`config.mk`:
```
export PLATFORM = sky130hd
export DESIGN_NAME = ram_copy_dma
export DESIGN_NICKNAME = d
export VERILOG_FILES = /design/src/rtl/ram_copy_pkg.sv /design/src/rtl/ram_copy_ctr.sv /design/src/rtl/ram_copy_dma.sv
export SDC_FILE = /design/constraint.sdc
export NUM_CORES = 1
export LEC_CHECK = 0
export ABC_AREA = 1
export CORE_ASPECT_RATIO = 1.2
export CORE_MARGIN = 1.5
export CORE_UTILIZATION = 49
export DETAILED_ROUTE_END_ITERATION = 12
export PLACE_DENSITY = 0.82
export SYNTH_ARGS = -nofsm -noshare
export SYNTH_HDL_FRONTEND = slang
export SYNTH_SLANG_ARGS = --single-unit
export TNS_END_PERCENT = 1
```
`constraint.sdc`:
```
create_clock -name clk -period 4.4 [get_ports clk]
set_input_delay 1.1 -clock clk [delete_from_list [all_inputs] [get_ports clk]]
set_output_delay 1.1 -clock clk [all_outputs]
set_load 0.02 [all_outputs]
```
`src/rtl/ram_copy_pkg.sv`:
```
`default_nettype none
// +--------------------------------------------------------------------------+
// | ram_copy_pkg : shared FSM states, default widths and helpers for         |
// |                ram_copy_dma.                          Revision: 1.0      |
// +--------------------------------------------------------------------------+
package ram_copy_pkg;

  localparam int DEF_ADDR_W = 9;
  localparam int DEF_DATA_W = 16;
  localparam int DEF_LEN_W  = DEF_ADDR_W + 1;
  localparam int RAM_WORDS  = 512;

  typedef enum logic [1:0] {
    IDLE  = 2'd0,
    READ  = 2'd1,
    WRITE = 2'd2,
    DONE  = 2'd3
  } state_t;

  // A transfer never needs more words than the RAM holds.
  function automatic int unsigned sat_len(input int unsigned l);
    return (l > RAM_WORDS) ? RAM_WORDS : l;
  endfunction

endpackage
`default_nettype wire

```
`src/rtl/ram_copy_ctr.sv`:
```
`default_nettype none
// +--------------------------------------------------------------------------+
// | ram_copy_ctr : loadable word-index counter with terminal-count flag and  |
// |                modulo source/destination address adders. Revision: 1.0   |
// +--------------------------------------------------------------------------+
module ram_copy_ctr
  import ram_copy_pkg::*;
#(
  parameter int ADDR_W = DEF_ADDR_W,
  parameter int LEN_W  = DEF_LEN_W
) (
  input  logic              clk,
  input  logic              rst_n,
  input  logic              load,
  input  logic              inc,
  input  logic [LEN_W-1:0]  len,
  input  logic [ADDR_W-1:0] src_base,
  input  logic [ADDR_W-1:0] dst_base,
  output logic              last,
  output logic [ADDR_W-1:0] src_nx,
  output logic [ADDR_W-1:0] dst_nx
);

  logic [LEN_W-1:0] idx;
  logic [LEN_W-1:0] idx_nx;

  always_comb begin
    idx_nx = idx;
    if (load) begin
      idx_nx = '0;
    end else if (inc) begin
      idx_nx = idx + LEN_W'(1);
    end
  end

  always_ff @(posedge clk or negedge rst_n) begin
    if (!rst_n) begin
      idx <= '0;
    end else begin
      idx <= idx_nx;
    end
  end

  assign last = ((idx + LEN_W'(1)) == len);

  // Addresses are formed from the index of the coming cycle so the top level
  // can register them; the adders wrap naturally at 2^ADDR_W.
  assign src_nx = src_base + idx_nx[ADDR_W-1:0];
  assign dst_nx = dst_base + idx_nx[ADDR_W-1:0];

endmodule
`default_nettype wire

```
`src/rtl/ram_copy_dma.sv`:
```
`default_nettype none
// +--------------------------------------------------------------------------+
// | ram_copy_dma : block-copy initiator on the CPU data RAM port; optional   |
// |                constant fill when RAM_COPY_FILL_EN is defined. Rev: 1.0  |
// +--------------------------------------------------------------------------+
module ram_copy_dma
  import ram_copy_pkg::*;
#(
  parameter int ADDR_W = DEF_ADDR_W,
  parameter int DATA_W = DEF_DATA_W,
  parameter int LEN_W  = ADDR_W + 1
) (
  input  logic              clk,
  input  logic              rst_n,
  input  logic              start,
  input  logic [ADDR_W-1:0] src_addr,
  input  logic [ADDR_W-1:0] dst_addr,
  input  logic [LEN_W-1:0]  len,
  input  logic              fill_en,
  input  logic [DATA_W-1:0] fill_data,
  output logic              busy,
  output logic              done,
  output logic              m_wr_en,
  output logic [ADDR_W-1:0] Addr,
  output logic [DATA_W-1:0] W_data,
  input  logic [DATA_W-1:0] R_data
);

  state_t            state;
  state_t            state_nx;
  logic              accept;
  logic              inc;
  logic              last;
  logic [LEN_W-1:0]  len_sat;
  logic [LEN_W-1:0]  len_q;
  logic [ADDR_W-1:0] src_q;
  logic [ADDR_W-1:0] dst_q;
  logic [ADDR_W-1:0] src_base;
  logic [ADDR_W-1:0] dst_base;
  logic [ADDR_W-1:0] src_nx;
  logic [ADDR_W-1:0] dst_nx;
  logic              fill_mode;
  logic              fill_start;
  logic [DATA_W-1:0] fill_val;

  assign len_sat = LEN_W'(sat_len(32'(len)));

`ifdef RAM_COPY_FILL_EN
  logic              fill_q;
  logic [DATA_W-1:0] fill_data_q;

  always_ff @(posedge clk or negedge rst_n) begin
    if (!rst_n) begin
      fill_q      <= 1'b0;
      fill_data_q <= '0;
    end else if (accept) begin
      fill_q      <= fill_en;
      fill_data_q <= fill_data;
    end
  end

  assign fill_mode  = fill_q;
  assign fill_start = fill_en;
  assign fill_val   = accept ? fill_data : fill_data_q;
`else
  logic unused_fill;

  assign unused_fill = ^{fill_en, fill_data};
  assign fill_mode   = 1'b0;
  assign fill_start  = 1'b0;
  assign fill_val    = '0;
`endif

  always_ff @(posedge clk or negedge rst_n) begin
    if (!rst_n) begin
      src_q <= '0;
      dst_q <= '0;
      len_q <= '0;
    end else if (accept) begin
      src_q <= src_addr;
      dst_q <= dst_addr;
      len_q <= len_sat;
    end
  end

  // Bases bypass the latches on the accept edge so the first address is ready.
  assign src_base = accept ? src_addr : src_q;
  assign dst_base = accept ? dst_addr : dst_q;

  ram_copy_ctr #(
    .ADDR_W (ADDR_W),
    .LEN_W  (LEN_W)
  ) u_ctr (
    .clk      (clk),
    .rst_n    (rst_n),
    .load     (accept),
    .inc      (inc),
    .len      (len_q),
    .src_base (src_base),
    .dst_base (dst_base),
    .last     (last),
    .src_nx   (src_nx),
    .dst_nx   (dst_nx)
  );

  always_ff @(posedge clk or negedge rst_n) begin
    if (!rst_n) begin
      state <= IDLE;
    end else begin
      state <= state_nx;
    end
  end

  always_comb begin
    state_nx = state;
    accept   = 1'b0;
    inc      = 1'b0;
    case (state)
      IDLE: begin
        if (start) begin
          accept = 1'b1;
          if (len_sat == '0) begin
            state_nx = DONE;
          end else if (fill_start) begin
            state_nx = WRITE;
          end else begin
            state_nx = READ;
          end
        end
      end
      READ: begin
        state_nx = WRITE;
      end
      WRITE: begin
        inc = 1'b1;
        if (last) begin
          state_nx = DONE;
        end else if (fill_mode) begin
          state_nx = WRITE;
        end else begin
          state_nx = READ;
        end
      end
      DONE: begin
        state_nx = IDLE;
      end
      default: begin
        state_nx = IDLE;
      end
    endcase
  end

  // Outputs are registered from the next state, so they hold steady for the
  // whole cycle and the RAM's negedge write sees settled address and data.
  always_ff @(posedge clk or negedge rst_n) begin
    if (!rst_n) begin
      busy    <= 1'b0;
      done    <= 1'b0;
      m_wr_en <= 1'b0;
      Addr    <= '0;
      W_data  <= '0;
    end else begin
      busy    <= (state_nx == READ) || (state_nx == WRITE);
      done    <= (state_nx == DONE);
      m_wr_en <= (state_nx == WRITE);
      if (state_nx == READ) begin
        Addr <= src_nx;
      end else if (state_nx == WRITE) begin
        Addr <= dst_nx;
      end
      // W_data doubles as the data register: the read word is captured here.
      if (state_nx == WRITE) begin
        W_data <= (state == READ) ? R_data : fill_val;
      end
    end
  end

endmodule
`default_nettype wire

```
======== After elaboration in Yosys (flattened, before gate mapping) ========
Index checks and enable logic that the tools add are counted.
storage, ports and cells
  bits in registers ....................... 68
  latch bits .............................. 0
  memory bits (writable) .................. 0
  ROM bits ................................ 0
  input bits .............................. 64
  output and inout bits ................... 28
  logic and storage cells ................. 42
  memories ................................ 0
operators by class
  add/sub/neg operators ................... 3
  $mul .................................... 0
  div/mod/pow operators ................... 0
  $lt $le $gt $ge ......................... 1
  equal/unequal tests ..................... 7
  shift operators ......................... 0
  multiplexer cells ....................... 15
  bitwise logic cells ..................... 0
  reduce and logical (&&, ||, !) cells .... 5
operator list
  operator                 count
  $mux W9                  4
  $mux W10                 3
  $add A9 B9 Y9            2
  $mux W16                 1
  $add A10 B1 Y10 const B  1
  $eq A10 B10 Y1           1
  $gt A10 B10 Y1 const B   1
  $logic_not A10 Y1        1
  $eq A2 B2 Y1 const B     4
  $pmux W2 S4              1
  $mux W2                  3
  $eq A2 B1 Y1 const B     2
  $reduce_bool A2 Y1       2
  $mux W1                  3
  $logic_not A2 Y1         1
  $logic_or A1 B1 Y1       1

======== Logic depth before layout (Yosys ltp) ========
  depth in word-level cells ............... 9
  depth in mapped cells ................... 25
  gate-level depth less buffers ........... 25

======== By module ========
A second synthesis with hierarchy kept.
second synthesis, totals
  cells, all modules ...................... 530
  area total of the unflattened synthesis .. 4031.4 um^2
modules (own cells, without submodules)
  module        times used  cells each  area each (um^2)  seq. area each (um^2)
  ram_copy_dma  1           300         2536.2            1451.4
  ram_copy_ctr  1           230         1495.2            250.2

======== Least setup slack after synthesis ========
Ideal clock, no wire load.
  path type ............................... input port to flip-flop
  from .................................... input port len[3]
  to ...................................... register Addr[8]
  setup time .............................. 0.117 ns
  data arrival time ....................... 3.622 ns
  data required time ...................... 4.283 ns
  path slack .............................. 0.660 ns
  stages .................................. 22
  path buffers ............................ 0
  path through ............................ or2_1 > nor2_2 > nand2_2 > nand2_4 > o21ai_0 > nand2_1 > nor2_1 > nor2_4 > nand3_4 > nor2_1 > a31oi_1 > ha_1 > fa_1 > nand3_1 > nand3_1 > nand2_1 > o311ai_0 > xor2_1 > inv_1 > nand3_1 > nand3_1 > nand2_1
between the ends
  longest elaborated chain between the ends .. 8
  elaborated cells between the ends (all ways) .. 10
  classes of those cells .................. 1 x order compare; 2 x eq/ne; 5 x mux; 2 x reduce/logical
ends and longest elaborated chain
  element                                        RTL line                                  text
  from (decl)                                    ram_copy_dma.sv:18                        input logic [LEN_W-1:0] len,
  $gt A10 B10 Y1                                 ram_copy_pkg.sv:22                        return (l > RAM_WORDS) ? RAM_WORDS : l;
  $mux W10 (*)                                   ram_copy_pkg.sv:22
  $logic_not A10 Y1 (*)                          ram_copy_dma.sv:122                       if (len_sat == '0) begin
  $mux W2 (*)                                    ram_copy_dma.sv:122
  $mux W2 (*)                                    ram_copy_dma.sv:120                       if (start) begin
  $pmux W2 S4 (*)                                ram_copy_dma.sv:118                       case (state)
  $eq A2 B1 Y1 or $eq A2 B2 Y1 (tied branches)   ram_copy_dma.sv:166, ram_copy_dma.sv:168
  $mux W9 or $reduce_bool A2 Y1 (tied branches)  --
  to (signal assigned)                           ram_copy_dma.sv:167                       Addr <= src_nx;
  to (signal assigned)                           ram_copy_dma.sv:169                       Addr <= dst_nx;
  to (decl)                                      ram_copy_dma.sv:24                        output logic [ADDR_W-1:0] Addr,
Every way passes the cells marked *; elsewhere a longest branch is shown, timed or not.
A chain may end at the register's enable or synchronous reset.

======== Worst setup path in the final report ========
  from .................................... input port len[3]
  to ...................................... register Addr[7]
Same word-level chain as after synthesis.

==> flow_summary.yaml <==
outcome:
  status: "finished clean"
worst_setup_path:
  arrival_ns: 4.43
  cp-start-kind: "input pin"
  cp_slowest_stage_delay_ns: 0.44
  rr_worst_depth: 24
  reg2reg_from: "u_ctr.idx[0]"
  reg2reg_slack_ns: 0.77
  crit_required_ns: 4.69
  cp.depth: 23
  slowest_stage: "clkdlybuf4s50_1"
  crit_chain: "clkdlybuf4s50_1 -> or2_1 -> nor2_2 -> nand2_2 -> nand2_4 -> o21ai_0 -> nand2_1 -> nor2_1 -> nor2_4 -> nand3_4 -> buf_4 -> a31oi_1 -> ha_1 -> a21oi_1 -> nand2_1 -> nand2_1 -> nand2_1 -> a21oi_1 -> o21bai_1 -> a21oi_1 -> xor2_1 -> nand2_1 -> nand2_1"
  path_max_fanout: 10
  critical_path_class: "in -> reg"
  crit_end: "Addr[7]"
  path_delay_family: "simple AND/OR/NAND/NOR gates"
  critPathCaptureType: "flip-flop"
  cp_common_cell: "nand2_1"
  critPathBufInv: 2
  r2r-end: "Addr[7]"
  crit_start: "len[3]"
power_and_ir_drop:
  vdd_drop_max_mv: 0.459
  internal_power_uw: 1980
  power_switching_uw: 1470
  power_frac_clock_pct: 13.0
  comb_power_share_pct: 57.0
  powerDensity_nw_per_um2: 753
  power_uw: 3450
  seqPwrFrac_pct: 30.0
  leakage_uw: 0.00222
  switching_share_pct: 42.5
floorplanning:
  io_pins: 92
  initial_utilization_pct: 50.8
  die_y_microns: 95.4
  dieArea_sq_um: 7630
  num_rows: 33
  fp.coreArea_sq_um: 6850
  die_w_microns: 80.0
yosys:
  synth_adder_area_share_pct: 3.81
  syn_area_sq_um: 3480
  syn_nets: 508
  synth_top_family_by_area: "simple AND/OR/NAND/NOR gates"
  synth_xor_area_share_pct: 2.01
  avgSynthCellArea_sq_um: 8.03
  yosysUniqueCellTypes: 36
  synthSimpleGateAreaFrac_pct: 30.9
  synthCells: 434
  synth_compound_area_share_pct: 8.30
  synth-warning-count: 0
  synth_mux_area_share_pct: 0
  ys_seq_area_share_pct: 48.9
  synth-seq-cells: 68
sta:
  finalSetupTns_ns: 0
  slew_viol_final: 0
  slew_headroom_pct: 54.5
  setup_viol: 0
  max_freq_mhz: 242
  skew_ns: 0.0125
  fin_crit_sh_pct: 94.1
  finalHoldViolCount: 0
  period_needed_ns: 4.14
  rsz0062_at_grt: "false"
  tightest_slew_ns: 0.683
route:
  ant_nets: 0
  drtIter0Drc: 137
  vias: 3100
  wl_mm: 8.51
  route.detailed.drc: 0
  viasPerCell: 5.01
  dr.pass1.iters: 4
  routedWlPerCell_microns: 13.7
placed_design:
  numPortBuffers: 74
  place_hpwl_mm: 6.35
  gp_congestion: 0.896
cts:
  cts_inserted_buffers: 9
  cts_sinks: 68
  cts-root-buf: "clkbuf_8"
  cts_tree: "done"
  path_clk_slew_ns: 0.07
  clkLatencyLatePin_ns: 0.35
  htree_levels: 3
  post_cts_buffers: 0
  max-clock-path-buffers: 2
grt:
  grt_antenna_before_repair: 0
  grt_max_degree: 40
  grt_pass1_wl_mm: 14.4
  grt_remaining_overflow: 0
  grt_usage_pct: 25.1
  grt_pass1_vias: 3148
cells_and_area:
  nets: 601
  multi_input_area_sq_um: 1570
  fillers: 585
  drive_gt1_share_pct: 12.4
  syn_to_final_growth_pct: 31.5
  seqCellArea_sq_um: 1700
  n_antenna_cell: 0
min_path:
  hp-class: "reg -> reg"
job:
  cap_violations: 0
layout make-up:
type                    instances  area share (%)
clock buffers                  11            3.09
clock inverters                 5           0.601
inverters                      41            3.41
well taps                      87            2.38
flip-flops and latches         68            37.1
repair buffers                 92            19.0
multi-input cells             315            34.4
stage by stage:
| step | hold slack, ns | cells | utilization, % | worst slack [ns] | instance area, sq um |
|---|---|---|---|---|---|
| 2_1_floorplan | 0.436 | 434 | - | 0.660 | 3480 |
| 3_3_place_gp | 0.448 | 603 | 64.3 | 0.0525 | 4410 |
| 3_5_place_dp | 0.453 | 603 | 64.3 | 0.00133 | 4410 |
| 4_1_cts | 0.471 | 619 | 66.7 | 0.308 | 4570 |
| 5_1_grt | 0.491 | 619 | 66.8 | 0.0366 | 4580 |
| 6_report | 0.468 | 619 | 66.8 | 0.261 | 4580 |
layout by cell type, fill, tap and decap left out, types with 2 or more instances in the layout:
master             n
o21ai_0           16
xnor2_1            4
inv_2              3
nor2_2             6
dfrtp_1           68
nor2_4             3
o22ai_1            7
or2_2              2
inv_1             35
ha_1               9
nand2_2            6
nor2_1            21
clkdlybuf4s50_1   73
a31oi_1            7
clkinv_1           2
o21ai_1            2
o21ai_2            5
buf_4             18
nand4_1            3
nand2_4            2
nand3_1           26
xor2_1             4
clkinv_2           4
clkbuf_8          10
nand2_1          173
a21oi_1            9
power groups by stage:
stage / clock [uW] / sequential, uW / combinational, uW
floorplan: 0 / 1140 / 1180
global route: 484 / 1070 / 2200
CTS: 463 / 1040 / 1970
detailed placement: 0 / 1040 / 1950
global placement: 0 / 1030 / 1890
finish: 450 / 1040 / 1970
state kept, by name, indices dropped and copies added (netlist names), 2 cells and up:
signal     cells
Addr           9
W_data        16
dst_q          9
len_q         10
src_q          9
state          2
u_ctr.idx     10
Yosys cell counts:
cell type / n / area share [%]
inv_4: 1 / 0.18
nor2_1: 21 / 2.3
clkbuf_1: 7 / 0.75
inv_1: 35 / 3.8
o21bai_1: 1 / 0.22
xnor2_1: 4 / 1.0
o311ai_0: 1 / 0.25
o21ai_0: 16 / 2.3
dfrtp_1: 68 / 49
and2_1: 1 / 0.18
inv_2: 3 / 0.32
nor2_4: 3 / 0.97
nor3_1: 1 / 0.14
o21ai_2: 5 / 1.3
nand3_1: 26 / 3.7
buf_12: 1 / 0.57
nand4_1: 3 / 0.54
a31oi_1: 8 / 1.4
o22ai_1: 7 / 1.3
buf_1: 1 / 0.11
nand3_2: 1 / 0.29
buf_4: 1 / 0.22
ha_1: 9 / 3.2
nand2_4: 2 / 0.65
clkinv_1: 2 / 0.22
or2_1: 1 / 0.18
nand2_2: 6 / 1.1
nand3_4: 1 / 0.50
nand2_1: 173 / 19
fa_1: 1 / 0.57
xor2_1: 4 / 1.0
nor2_2: 6 / 1.1
or2_2: 2 / 0.36
nor3_2: 1 / 0.29
a21oi_1: 9 / 1.3
o21ai_1: 2 / 0.29
what timing repair did:
item,CTS,global route
hold buffers,0,0
resized for setup,0,1
setup endpoints to repair,0,1
worst min-delay path by stage:
stage | start | to | cells past startpoint
finish | dst_q[5] | dst_q[5] | 2
global route | dst_q[5] | dst_q[5] | 2
CTS | dst_q[4] | dst_q[4] | 2
detailed placement | dst_q[4] | dst_q[4] | 2
global placement | dst_q[1] | dst_q[1] | 2
floorplan | dst_q[0] | dst_q[0] | 2
kinds of logic (layout without fill, tap and decap cells):
logic type               count (synthesis)  in the layout
AO/OA/AOI/OAI                           49             49
XOR/XNOR                                 8              8
adder cells (fa/ha/maj)                 10             10
buffers and inverters                   51            149
flip-flops                              68             68
AND/OR/NAND/NOR                        248            248
routing by layer:
metal | share of wire (%) | wire length [microns] | GRT usage, %
met5 | 0 | 0 | 0
met4 | 2.4 | 204 | 11.9
met3 | 7.7 | 652 | 8.23
met2 | 50 | 4210 | 42.4
met1 | 40 | 3440 | 28.7
worst register-to-register path, stage by stage (launching register included):
cell and delay [ns]:
dfrtp_1 0.46, ha_1 0.22, nand2_2 0.12, nor2_1 0.14
nand2_1 0.07, nand2_1 0.08, nand2_1 0.09, nand2_1 0.07
nand2_1 0.05, nor3_2 0.18, nand2_2 0.14, nand3_4 0.13
buf_4 0.17, a31oi_1 0.10, ha_1 0.35, a21oi_1 0.18
nand2_1 0.11, nand2_1 0.09, nand2_1 0.07, a21oi_1 0.24
o21bai_1 0.10, a21oi_1 0.15, xor2_1 0.16, nand2_1 0.06
nand2_1 0.05
Power figures use the tool's default switching activity.
==> patch 1 (same flow settings) <==
Build with the macro `RAM_COPY_FILL_EN` defined.
--- a/src/rtl/ram_copy_dma.sv
+++ b/src/rtl/ram_copy_dma.sv
@@ -3,6 +3,8 @@
 // | ram_copy_dma : block-copy initiator on the CPU data RAM port; optional   |
 // |                constant fill when RAM_COPY_FILL_EN is defined. Rev: 1.0  |
 // +--------------------------------------------------------------------------+
+`define RAM_COPY_FILL_EN
+
 module ram_copy_dma
   import ram_copy_pkg::*;
 #(
Function: changed (a bounded check fails within 4 cycles, from zero or initial values and one cycle with rst_n low).
==> patch 1 against the original RTL <==
First-iteration DRC count rose by 75%. Non-clock buffer count grew 19. Worst setup slack better by 110 ps. Cell area increased by 23%. Clock skew fell by 1.0 ps. Total power rose by 32%. Utilization fell by 1.1 points. Sequential cell count rose by 17. Area after synthesis up 24%. Highest routed layer unchanged. Synthesized cell count is 30% higher. Sequential share of layout area grew 0.63 points. Wire length up 24%. Global-route usage fell by 0.27 points. Fmax increased by 2.8%.
==> patch 1: results (changes against the original RTL) <==
Finish
The number of nets in the layout is 746 (+24%). The final-layout fill cell count is 728 (+24%). The fraction of layout cells with a size suffix above 1 was 9.06% (-3.3 points).

The largest registers in the layout are W_data (16), fill_data_q (16).

Place
The cell total after placement is 775 (+29%). The weighted congestion reported at the end of routability-driven placement was 0.900 (+0.50%). The pre-CTS worst setup slack is -171 ps (-172 ps). The port buffer count is 91 (+23%). The half-perimeter wire length after placement is 7840 um (+24%).

Status
The run finished with clean final reports.

Routing
The initial detailed-routing violation count is 240 (+75%). The total length of routed met2 wires is 5310 um (+26%). The total routed wire length on the met1 layer is 4410 um (+28%). The met3 wire length is 523 um (-20%).

The total wirelength of the detailed-routed design is 10500 um (+24%). The count of vias placed by the detailed router is 3981 (+28%).

Power
The reported leakage power is 0.00281 uW (+27%). The maximum vdd drop is 0.000407 V (-11%).

Global routing
The global-route wire length before repair came to 18200 um (+26%). The total routing usage reported by global routing is 24.9% (-0.27 points).

Setup path
The critical path data arrival time is 4260 ps (-170 ps). The family with the most delay on the worst path is compound AO/OA/AOI/OAI gates. The most critical setup path has its startpoint at len[6].

STA
The transition time at the pin with the least slew margin is 1060 ps (+373 ps). The clock tree skew after final layout was 11.5 ps (-1.04 ps).

Logic synthesis
The number of different library cells in the post-synthesis netlist was 31 (-14%). Counting instances in the post-synthesis netlist gives the leading cell types as sky130_fd_sc_hd__nand2_1 (222), sky130_fd_sc_hd__dfrtp_1 (85), sky130_fd_sc_hd__inv_1 (56), sky130_fd_sc_hd__nor2_1 (35), sky130_fd_sc_hd__o21ai_0 (34). The part of the Yosys area used for sequential elements is 49.2% (+0.37 points). Yosys attributes the largest share of cell area to sky130_fd_sc_hd__dfrtp_1 (49%), sky130_fd_sc_hd__nand2_1 (19%), sky130_fd_sc_hd__inv_1 (4.9%).
==> patch 1: cell count changes after synthesis, sizes merged, moves of 9 or more <==
cell   unedited run  this run
a31oi             8        17
dfrtp            68        85
inv              39        58
nand2           181       228
nor2             30        40
o21ai            23        39
==> patch 1: worst paths after layout <==
| check | slack, ps | endpoint | cells past startpoint |
|---|---|---|---|
| worst max-delay path | 370 | Addr[6]$_DFFE_PN0P_ | 20 |
| worst min-delay path | 480 | Addr[1]$_DFFE_PN0P_ | 2 |
| worst max register to register | 850 | Addr[6]$_DFFE_PN0P_ | 26 |
| worst min register to register | 480 | Addr[1]$_DFFE_PN0P_ | 2 |
| max in group asynchronous | 2790 | Addr[2]$_DFFE_PN0P_ | 1 |
| min in group asynchronous | 920 | u_ctr.idx[7]$_DFF_PN0_ | 1 |
==> patch 1: power by group <==
group / leakage, uW / total, uW / internal [uW] / switching (uW)
Sequential: 0.00103 / 1380 / 1180 / 198
Clock: 0.0000852 / 488 / 202 / 286
Combinational: 0.00169 / 2700 / 1120 / 1590
Total: 0.00281 / 4570 / 2500 / 2070
==> patch 1: worst min-delay path: stages (launching register included) <==
cell and delay (ps):
sky130_fd_sc_hd__dfrtp_1 350, sky130_fd_sc_hd__nand2_1 50, sky130_fd_sc_hd__nand2_1 50
==> patch 1: metal layers <==
metal	vias to the layer above	GRT usage, %
met4	0	11.6
met3	31	5.40
met1	1844	30.3
li1	1991	-
met5	-	0
met2	115	41.2
==> patch 1: stage by stage <==
step / cell area [um^2] / hold slack (ps)
after floorplan: 4320 / 444
after global placement: 5450 / 458
after detailed placement: 5450 / 463
after CTS: 5610 / 484
after global routing: 5630 / 503
final: 5630 / 479
==> patch 1: area by class of cell <==
cell class	instances	area [um^2]	share of cell area, %
Multi-Input combinational cell	403	1910	33.8
Inverter	59	221	3.93
Sequential cell	85	2130	37.8
Clock inverter	6	40.0	0.711
Clock buffer	9	124	2.20
Tap cell	117	146	2.60
Timing Repair Buffer	111	1070	18.9
==> patch 1: repair_timing <==
action	4_1_cts	5_1_grt
gates resized for setup	0	9
endpoints found under the hold margin	0	0
buffers inserted	0	0
setup endpoints to repair	0	4
==> patch 1: logic make-up (layout without fill, tap and decap cells) <==
family | after synthesis | in the layout | share of synthesized area [%]
flops | 85 | 85 | 49.2
fa+ha+maj | 13 | 13 | 3.94
compound gates | 79 | 79 | 10.2
simple gates | 309 | 309 | 29.3
xor+xnor | 2 | 2 | 0.405
buf+inv | 77 | 185 | 6.95
==> patch 2 (same flow settings) <==
Made on the original files. The 4 states of `state_t` get a one-hot encoding in 4 bits.
--- a/src/rtl/ram_copy_pkg.sv
+++ b/src/rtl/ram_copy_pkg.sv
@@ -10,11 +10,11 @@
   localparam int DEF_LEN_W  = DEF_ADDR_W + 1;
   localparam int RAM_WORDS  = 512;
 
-  typedef enum logic [1:0] {
-    IDLE  = 2'd0,
-    READ  = 2'd1,
-    WRITE = 2'd2,
-    DONE  = 2'd3
+  typedef enum logic [3:0] {
+    IDLE  = 4'b0001,
+    READ  = 4'b0010,
+    WRITE = 4'b0100,
+    DONE  = 4'b1000
   } state_t;
 
   // A transfer never needs more words than the RAM holds.
Behaviour: no difference found for any inputs over 10 cycles, from zero or initial values and one cycle with rst_n low; not proved beyond that.
==> patch 2 against the original RTL <==
Wire length decreased by 2.3%. Total power is 5.2% lower. Final cell count rose by 3.1%. Global-route usage is 2.2 points lower. Cell area increased by 3.7%. Die area is 5.2% higher. Worst setup slack better by 51 ps. Sequential cell count up 2. Area after synthesis is 5.4% higher. Combinational power shrank 16%. Register-to-register slack got worse by 60 ps. Worst hold slack gained 7.3 ps. Largest power group unchanged.
==> patch 2: results (changes against the original RTL) <==
Status
The flow ran to the end, and the final reports show no timing, DRC or antenna violations.

Place
The post-detailed-placement cell area is 4540 um^2 (+3.2%). The half-perimeter wire length after placement is 6170 um (-2.7%). The cell total after placement came to 622 (+3.2%). The pre-CTS worst setup slack is -33.4 ps (-34.7 ps). The port buffer count was 74 (unchanged).

Power
The clock network fraction of total power is 16.2% (+3.2 points). The clock network power consumption is 529 uW (+18%). The reported leakage power was 0.00235 uW (+6.1%). The combinational power share came to 50.6% (-6.4 points). The internal power contribution is 1890 uW (-4.5%).

Routing
The initial detailed-routing violation count is 223 (+63%). The total wirelength of the detailed-routed design came to 8310 um (-2.3%). The iteration count of the initial detailed-routing pass is 5 (+1). The via count normalized by instance count is 5.19 (+3.6%). The mean routed wirelength per cell is 13.0 um (-5.2%).

Setup path
The depth of the most critical reg-to-reg path is 22 (-8.3%). The worst setup slack for register-to-register paths is 710 ps (-60 ps). The reg-to-reg endpoint is Addr[8]$_DFFE_PN0P_. The critical-path maximum fanout was 12 (+2).

Logic synthesis
Ranked by instance count, the synthesized netlist is headed by sky130_fd_sc_hd__nand2_1 (170), sky130_fd_sc_hd__dfrtp_1 (69), sky130_fd_sc_hd__nor2_1 (33), sky130_fd_sc_hd__inv_1 (32), sky130_fd_sc_hd__nand3_1 (31). The synthesized-area fraction occupied by xor and xnor cells was 2.15% (+0.14 points). The cell count after synthesis is 457 (+5.3%). The part of the Yosys area used for sequential elements was 47.8% (-1.1 points).

The adder-cell share of the synthesized area came to 3.61% (-0.19 points). The synthesized net count is 531 (+4.5%). The synthesized-area fraction occupied by ao, oa, aoi and oai cells is 8.35% (+0.053 points).

Worst hold path
The hold path startpoint is W_data[9]$_DFFE_PN0P_. The path class of the tightest hold or removal check is reg2reg. For hold timing, the worst endpoint is W_data[9]$_DFFE_PN0P_.

STA
The clock tree skew after final layout is 9.28 ps (-3.24 ps). The transition time at the pin with the least slew margin is 825 ps (+142 ps). The worst slack on hold paths is 475 ps (+7.34 ps).

Global routing
The via count of the first global-routing pass is 3223 (+2.4%). The total routing usage reported by global routing is 22.9% (-2.2 points). The pin count of the biggest net entering global routing was 38 (-5.0%). The global-route wire length before repair is 14100 um (-2.4%). The initial antenna violation count is 0 (unchanged).

Finish
The post-route core utilization was 65.3% (-1.5 points). In the final layout, the registers with the most flip-flops are W_data (16), len_q (10), u_ctr.idx (10). The final-layout fill cell count was 583 (-0.34%).

The fraction of layout cells with a size suffix above 1 is 10.4% (-2.0 points).
patch 2: area by class of cell:
class	count	share of cell area, %
repair buffers	86	17.4
clock inverters	5	1.24
inverters	36	2.90
flip-flops and latches	70	36.9
multi-input cells	340	36.2
clock buffers	11	2.98
well taps	90	2.37
patch 2: how the worst max path moves through the flow:
stage	slack, ps	from	end
global route	50	len[6]	Addr[7]$_DFFE_PN0P_
detailed placement	-30	len[6]	Addr[7]$_DFFE_PN0P_
finish	310	len[6]	Addr[8]$_DFFE_PN0P_
global placement	30	len[6]	Addr[7]$_DFFE_PN0P_
CTS	340	len[0]	Addr[8]$_DFFE_PN0P_
floorplan	700	len[6]	Addr[6]$_DFFE_PN0P_
patch 2: metal layers:
metal / vias up / GRT usage [%] / part of all wire [%]
met5: - / 0 / 0
met4: 0 / 10.3 / 2.3
met3: 15 / 4.21 / 3.7
met2: 81 / 37.4 / 51
met1: 1557 / 29.3 / 43
li1: 1658 / - / -
